**config.mk**
```make
export PLATFORM = sky130hd
export DESIGN_NAME = mux_n_to_1_scan
export DESIGN_NICKNAME = d
export VERILOG_FILES = /design/src/rtl/mux_n_to_1_scan.sv
export SDC_FILE = /design/constraint.sdc
export NUM_CORES = 1
export LEC_CHECK = 0
export BUFFER_PORTS_ARGS = -buffer_cell sky130_fd_sc_hd__buf_2
export CORE_MARGIN = 4
export CORE_UTILIZATION = 49
export CTS_CLUSTER_SIZE = 10
export DETAILED_ROUTE_END_ITERATION = 8
export PLACE_DENSITY = 0.85
export SLEW_MARGIN = 10
export SYNTH_ARGS = -nofsm -noshare
export SYNTH_HDL_FRONTEND = slang
export SYNTH_SLANG_ARGS = --single-unit
```
**constraint.sdc**
```tcl
create_clock -name clk -period 2.9 [get_ports clk]
set_input_delay 0.87 -clock clk [delete_from_list [all_inputs] [get_ports clk]]
set_output_delay 0.87 -clock clk [all_outputs]
set_load 0.02 [all_outputs]
```
**src/rtl/mux_n_to_1_scan.sv**
```systemverilog
// Registered N-channel WIDTH-bit channel selector with a valid/ready output
// stage and an automatic round-robin scan mode with per-channel dwell.
module mux_n_to_1_scan #(
    parameter int WIDTH = 8,
    parameter int N     = 8,
    parameter int DWELL = 1,
    localparam int SW   = $clog2(N)
) (
    input  logic               clk,
    input  logic               rst,
    input  logic [N*WIDTH-1:0] I,
    input  logic [SW-1:0]      S,
    input  logic               M,
    input  logic               EN,
    input  logic               RDY,
    output logic [WIDTH-1:0]   Y,
    output logic [SW-1:0]      CH,
    output logic               V
);

    localparam int NP = 1 << SW;
    localparam int DW = (DWELL > 1) ? $clog2(DWELL) : 1;
    localparam logic [SW:0]   N_WIDE = (SW + 1)'(N);
    localparam logic [SW-1:0] P_LAST = SW'(N - 1);
    localparam logic [DW-1:0] D_LAST = DW'(DWELL - 1);

    logic [WIDTH-1:0] y_reg, y_next;
    logic [SW-1:0]    ch_reg, ch_next;
    logic             v_reg, v_next;
    logic [SW-1:0]    ptr_reg, ptr_next;
    logic [DW-1:0]    dcnt_reg, dcnt_next;

    logic             load;
    logic             sel_ok;

    // Channels padded to a power of two so any select index reads a defined value.
    logic [WIDTH-1:0] chan [NP];

    genvar gi;
    generate
        for (gi = 0; gi < NP; gi++) begin : g_chan
            if (gi < N) begin : g_live
                assign chan[gi] = I[gi*WIDTH +: WIDTH];
            end else begin : g_pad
                assign chan[gi] = '0;
            end
        end
    endgenerate

    assign load   = !v_reg || RDY;
    assign sel_ok = ({1'b0, S} < N_WIDE);

    always_comb begin
        y_next    = y_reg;
        ch_next   = ch_reg;
        v_next    = v_reg;
        ptr_next  = ptr_reg;
        dcnt_next = dcnt_reg;

        // Direct mode keeps the scan parked at channel 0, even while stalled.
        if (!M) begin
            ptr_next  = '0;
            dcnt_next = '0;
        end

        if (load) begin
            if (!EN) begin
                v_next = 1'b0;
            end else if (!M) begin
                if (sel_ok) begin
                    y_next  = chan[S];
                    ch_next = S;
                    v_next  = 1'b1;
                end else begin
                    v_next = 1'b0;
                end
            end else begin
                y_next  = chan[ptr_reg];
                ch_next = ptr_reg;
                v_next  = 1'b1;
                if (dcnt_reg == D_LAST) begin
                    dcnt_next = '0;
                    ptr_next  = (ptr_reg == P_LAST) ? '0 : SW'(ptr_reg + 1'b1);
                end else begin
                    dcnt_next = DW'(dcnt_reg + 1'b1);
                end
            end
        end
    end

    always_ff @(posedge clk) begin
        if (rst) begin
            y_reg    <= '0;
            ch_reg   <= '0;
            v_reg    <= 1'b0;
            ptr_reg  <= '0;
            dcnt_reg <= '0;
        end else begin
            y_reg    <= y_next;
            ch_reg   <= ch_next;
            v_reg    <= v_next;
            ptr_reg  <= ptr_next;
            dcnt_reg <= dcnt_next;
        end
    end

    assign Y  = y_reg;
    assign CH = ch_reg;
    assign V  = v_reg;

endmodule

```
### Word-level counts from Yosys, hierarchy flattened

Index checks and enable logic that the tools add are counted.

| cells by class | value |
|---|---|
| bitwise operators | 2 |
| mux-type cells | 20 |
| $add $sub $neg | 2 |
| reduce and logical (&&, ||, !) cells | 3 |
| magnitude comparators | 2 |
| eq/ne operators | 1 |

Operator list:

| cell | count |
|---|---|
| binary-select mux 8 bit (select 3 bit) | 2 |
| 2-to-1 mux 8 bit | 5 |
| 2-to-1 mux 3 bit | 7 |
| greater-or-equal comparator 4 bit (second input constant) | 2 |
| inverter 3 -> 4 bit | 2 |
| 2-to-1 mux 1 bit | 6 |
| adder 3 x 1 -> 3 bit (second input constant) | 1 |
| == test 3 bit (second input constant) | 1 |
| AND reduction 2 bit | 1 |
| adder 1 bit (second input constant) | 1 |
| logical NOT 1 bit | 1 |
| logical OR 1 bit | 1 |

| storage, ports and cells | value |
|---|---|
| output and inout port bits | 12 |
| flip-flop bits (word level) | 16 |
| word-level logic and storage cells | 35 |
| input port bits | 72 |

### Logic depth before layout (Yosys ltp)

| depth | value |
|---|---|
| depth in word-level cells | 6 |
| depth in mapped cells | 7 |
| mapped depth without buffers | 5 |

### Worst setup path after synthesis

Ideal clock, no wire load.

| timing path | value |
|---|---|
| path kind | input-to-reg |
| from | input S[0] |
| to | register y_reg[1] (netlist: Y[1]) |
| required time | 2.768 ns |
| setup time | 0.132 ns |
| path slack | 0.751 ns |
| stages on the path | 5 |
| buffers on the path | 1 |
| data arrival time | 2.017 ns |
| path through | buf_6 > mux4_2 > nor2b_1 > a2111oi_2 > a2111oi_1 |

| on the way | value |
|---|---|
| cells in the longest elaborated chain, start to end | 5 |

RTL lines:

| item | RTL line | source |
|---|---|---|
| from (decl) | 12 | `input logic [SW-1:0] S,` |
| inverter 3 -> 4 bit (not written as such) | 71 | `y_next = chan[S];` |
| binary-select mux 8 bit (select 3 bit) | 71 |  |
| 2-to-1 mux 8 bit (not written as such) (2 in a row) | 71 |  |
| 2-to-1 mux 8 bit | 69 | `end else if (!M) begin` |
| to (signal assigned) | 99 | `y_reg <= y_next;` |
| to (decl) | 27 | `logic [WIDTH-1:0] y_reg, y_next;` |

Every way passes these cells. The select of a mux whose other input is x is not followed.
A chain may end at the register's enable or synchronous reset.

### Worst setup path after layout

| timing path | value |
|---|---|
| from | input S[0] |
| to | register y_reg[7] (netlist: Y[7]) |

The elaborated chain is that of the path after synthesis.

==> results.sh <==
export IMPL_drc=0
export IMPL_synthTopCellsByArea="mux4_2, dfxtp_1, mux2i_1, nor2_1, a211oi_1"
export IMPL_internal_power_mw=0.4061
export IMPL_p_per_area_nw_per_um2=292.4
export IMPL_p_leak_nw=0.9126
export IMPL_yosysTopAreaCell="mux4_2"
export IMPL_hold_viol=0
export IMPL_coreArea_um2=3128
export IMPL_cp_endpoint="Y[7]"
export IMPL_yosysWarnings=0
export IMPL_syn_num_nets=228
export IMPL_p_clk_frac=0.197
export IMPL_synth_simple_area_share=0.1260
export IMPL_first_iter_violations=94
export IMPL_synth_cell_types=29
export IMPL_cts_hold_buf=0
export IMPL_grt_max_degree=25
export IMPL_post_cts_setup_buffer_count=0
export IMPL_netlist_area_um2=1639
export IMPL_hold_path_cell_count=1
export IMPL_largest_reg_flops=8
export IMPL_seqPwrFrac=0.407
export IMPL_final_max_slew_violation_count=0
export IMPL_numPortBuffers=83
export IMPL_antenna_found_initial=0
export IMPL_grt_pass1_vias=1618
export IMPL_switching_power_mw=0.1961
export IMPL_startpoint="S[0]"
export IMPL_worstMarginPinSlew_ps=575.3
export IMPL_period_minus_slack_ps=2148
export IMPL_synth_xor_xnor_area_share=0
export IMPL_dp_hpwl_um=3666
export IMPL_reg2reg_from="ptr_reg[0]"
export IMPL_start_util=0.5240
export IMPL_synth_top_family_by_area="multiplexers"
export IMPL_overflow=0
export IMPL_muxShareOfSynthArea=0.4626
export IMPL_io_pins=84
export IMPL_syn_inst=154
export IMPL_worstHoldStart="dcnt_reg"
export IMPL_cts_tree="built"
export IMPL_endpoint_kind="flop"
export IMPL_yosysTopAreaCellShare=0.3160
export IMPL_clkSlewWorstSetupHoldPaths_ps=90
export IMPL_worst_skew_pair_late_latency_ps=290
export IMPL_post_route_period_util=0.7406
export IMPL_num_fill_cells=256
export IMPL_area_growth_pct=25.65
export IMPL_rr_endpoint="Y[5]"
export IMPL_viasPerCell=5.989
export IMPL_fp_row_count=20
export IMPL_wl_um=4526
export IMPL_path_class="input pin to flop"
export IMPL_dpl_cell_count=269
export IMPL_die_w_um=65.84
export IMPL_crit_path_start_kind="input pin"
export IMPL_rsz0062_at_grt="no"
export IMPL_ant_nets=0
export IMPL_relSlewSlack=0.6156
export IMPL_track_usage=0.2191
export IMPL_root_buffer="clkbuf_4"
export IMPL_grt_pass1_wl_um=7348
export IMPL_final_cells=272
export IMPL_finClkSkew_ps=6.125
export IMPL_finalNetCount=304
export IMPL_clock_sinks=16
export IMPL_worst_r2r_path_depth=4
export IMPL_cts_buffers=3
export IMPL_cap_violations=0
export IMPL_p_comb_frac=0.396
export IMPL_setup_tns_ps=0
export IMPL_hp_class="flop to flop"
export IMPL_wire_per_inst_um=16.64
export IMPL_fmax_ghz=0.4656
export IMPL_cts_resized=0
export IMPL_yosys_area_share_adder=0.01527
export IMPL_fp_dieH_um=65.84
export IMPL_drt_pass1_iter_count=4
export IMPL_status="finished clean"
export IMPL_synth_seq_cells=16
export IMPL_r2r_setup_slack_ps=970
export IMPL_arrival_ps=2320
export IMPL_ys_seq_area_frac=0.1954
export IMPL_finalSetupViolations=0
export IMPL_required_ps=3070
export IMPL_num_vias=1629
export IMPL_h_tree_depth=1
export IMPL_vdd_ir_drop_max_mv=0.1122
export IMPL_num_antenna_cells=0
export IMPL_synth_area_per_cell_um2=10.64
export IMPL_synth_compound_area_frac=0.1382
export IMPL_clock_path_buffers=2
export IMPL_dieArea_um2=4334
export IMPL_drive_above_1_share=0.4956
export IMPL_swShare=0.3257
export IMPL_path_max_fanout=24
export IMPL_place_gp_congestion=0.7910
area by class of cell:
type / instances / area [µm²] / area share
multi-input cells: 121 / 1216 / 0.5905
repair buffers: 86 / 437.9 / 0.2126
flip-flops and latches: 16 / 320.3 / 0.1555
well taps: 44 / 55.05 / 0.02673
clock buffers: 3 / 22.52 / 0.01094
inverters: 2 / 7.507 / 0.003645
synthesized netlist by cell type:
cell type,count
a21oi_1,2
nor3_1,2
a22oi_1,2
nor4_1,2
a211oi_1,9
a2111oi_2,1
nand2_1,4
a2111oi_1,1
dfxtp_1,16
clkbuf_1,4
o22ai_1,9
inv_1,2
buf_6,4
a22o_1,2
and2_1,2
or3_1,1
mux4_2,23
ha_1,2
nand3_1,2
nand3b_1,1
nor2b_1,2
mux2i_1,24
nor3b_1,2
nand2b_1,2
a32oi_1,1
or3b_1,2
a311oi_1,3
nor2_1,20
buf_2,7
cells by family (layout without fill, tap and decap cells):
| logic type | count (synthesis) | after routing |
|---|---|---|
| buf+inv | 17 | 91 |
| compound gates | 30 | 30 |
| fa+ha+maj | 2 | 2 |
| flops | 16 | 16 |
| mux | 47 | 47 |
| simple gates | 42 | 42 |
worst min-delay path by stage:
| stage | endpoint | slack, ps |
|---|---|---|
| global route | dcnt_reg | 500 |
| CTS | dcnt_reg | 480 |
| global placement | dcnt_reg | 470 |
| finish | dcnt_reg | 480 |
| floorplan | dcnt_reg | 460 |
| detailed placement | dcnt_reg | 470 |
placed cells by master, fill, tap and decap left out, types with 3 or more instances in the layout:
master and n:
buf_2 83, mux2i_1 24, mux4_2 23, nor2_1 20, dfxtp_1 16, o22ai_1 9, a211oi_1 9, nand2_1 4
a311oi_1 3, clkbuf_4 3, buf_4 3
layer usage:
| layer | vias to the layer above | GRT usage | share of wire |
|---|---|---|---|
| li1 | 781 | - | - |
| met1 | 764 | 0.2832 | 0.41 |
| met2 | 77 | 0.3767 | 0.51 |
| met3 | 7 | 0.03061 | 0.069 |
| met4 | 0 | 0.06736 | 0.014 |
| met5 | - | 0 | 0 |
per-stage QoR:
step                      power [mW]  setup slack, ps  hold WS (ps)  instance area, µm²  utilization
after floorplan               0.4015            751.0         457.6                1639            -
after global placement        0.4840            500.7         468.3                2037       0.6512
after detailed placement      0.4875            429.6         470.8                2037       0.6512
after CTS                     0.6036            744.2         483.7                2059       0.6584
after global routing          0.6400            645.7         500.5                2059       0.6584
final                         0.6022            752.2         482.9                2059       0.6584
worst max-delay path, stage by stage:
cell and delay (ps):
buf_2 130, buf_4 370, mux4_2 560, a211oi_1 260, a311oi_1 120
power by group through the flow:
stage	logic (mW)	registers, mW	clock network [mW]
floorplan	0.138	0.263	0
finish	0.239	0.245	0.119
global route	0.260	0.247	0.133
global placement	0.235	0.249	0
CTS	0.238	0.245	0.121
detailed placement	0.238	0.250	0
Power figures use the tool's default switching activity.
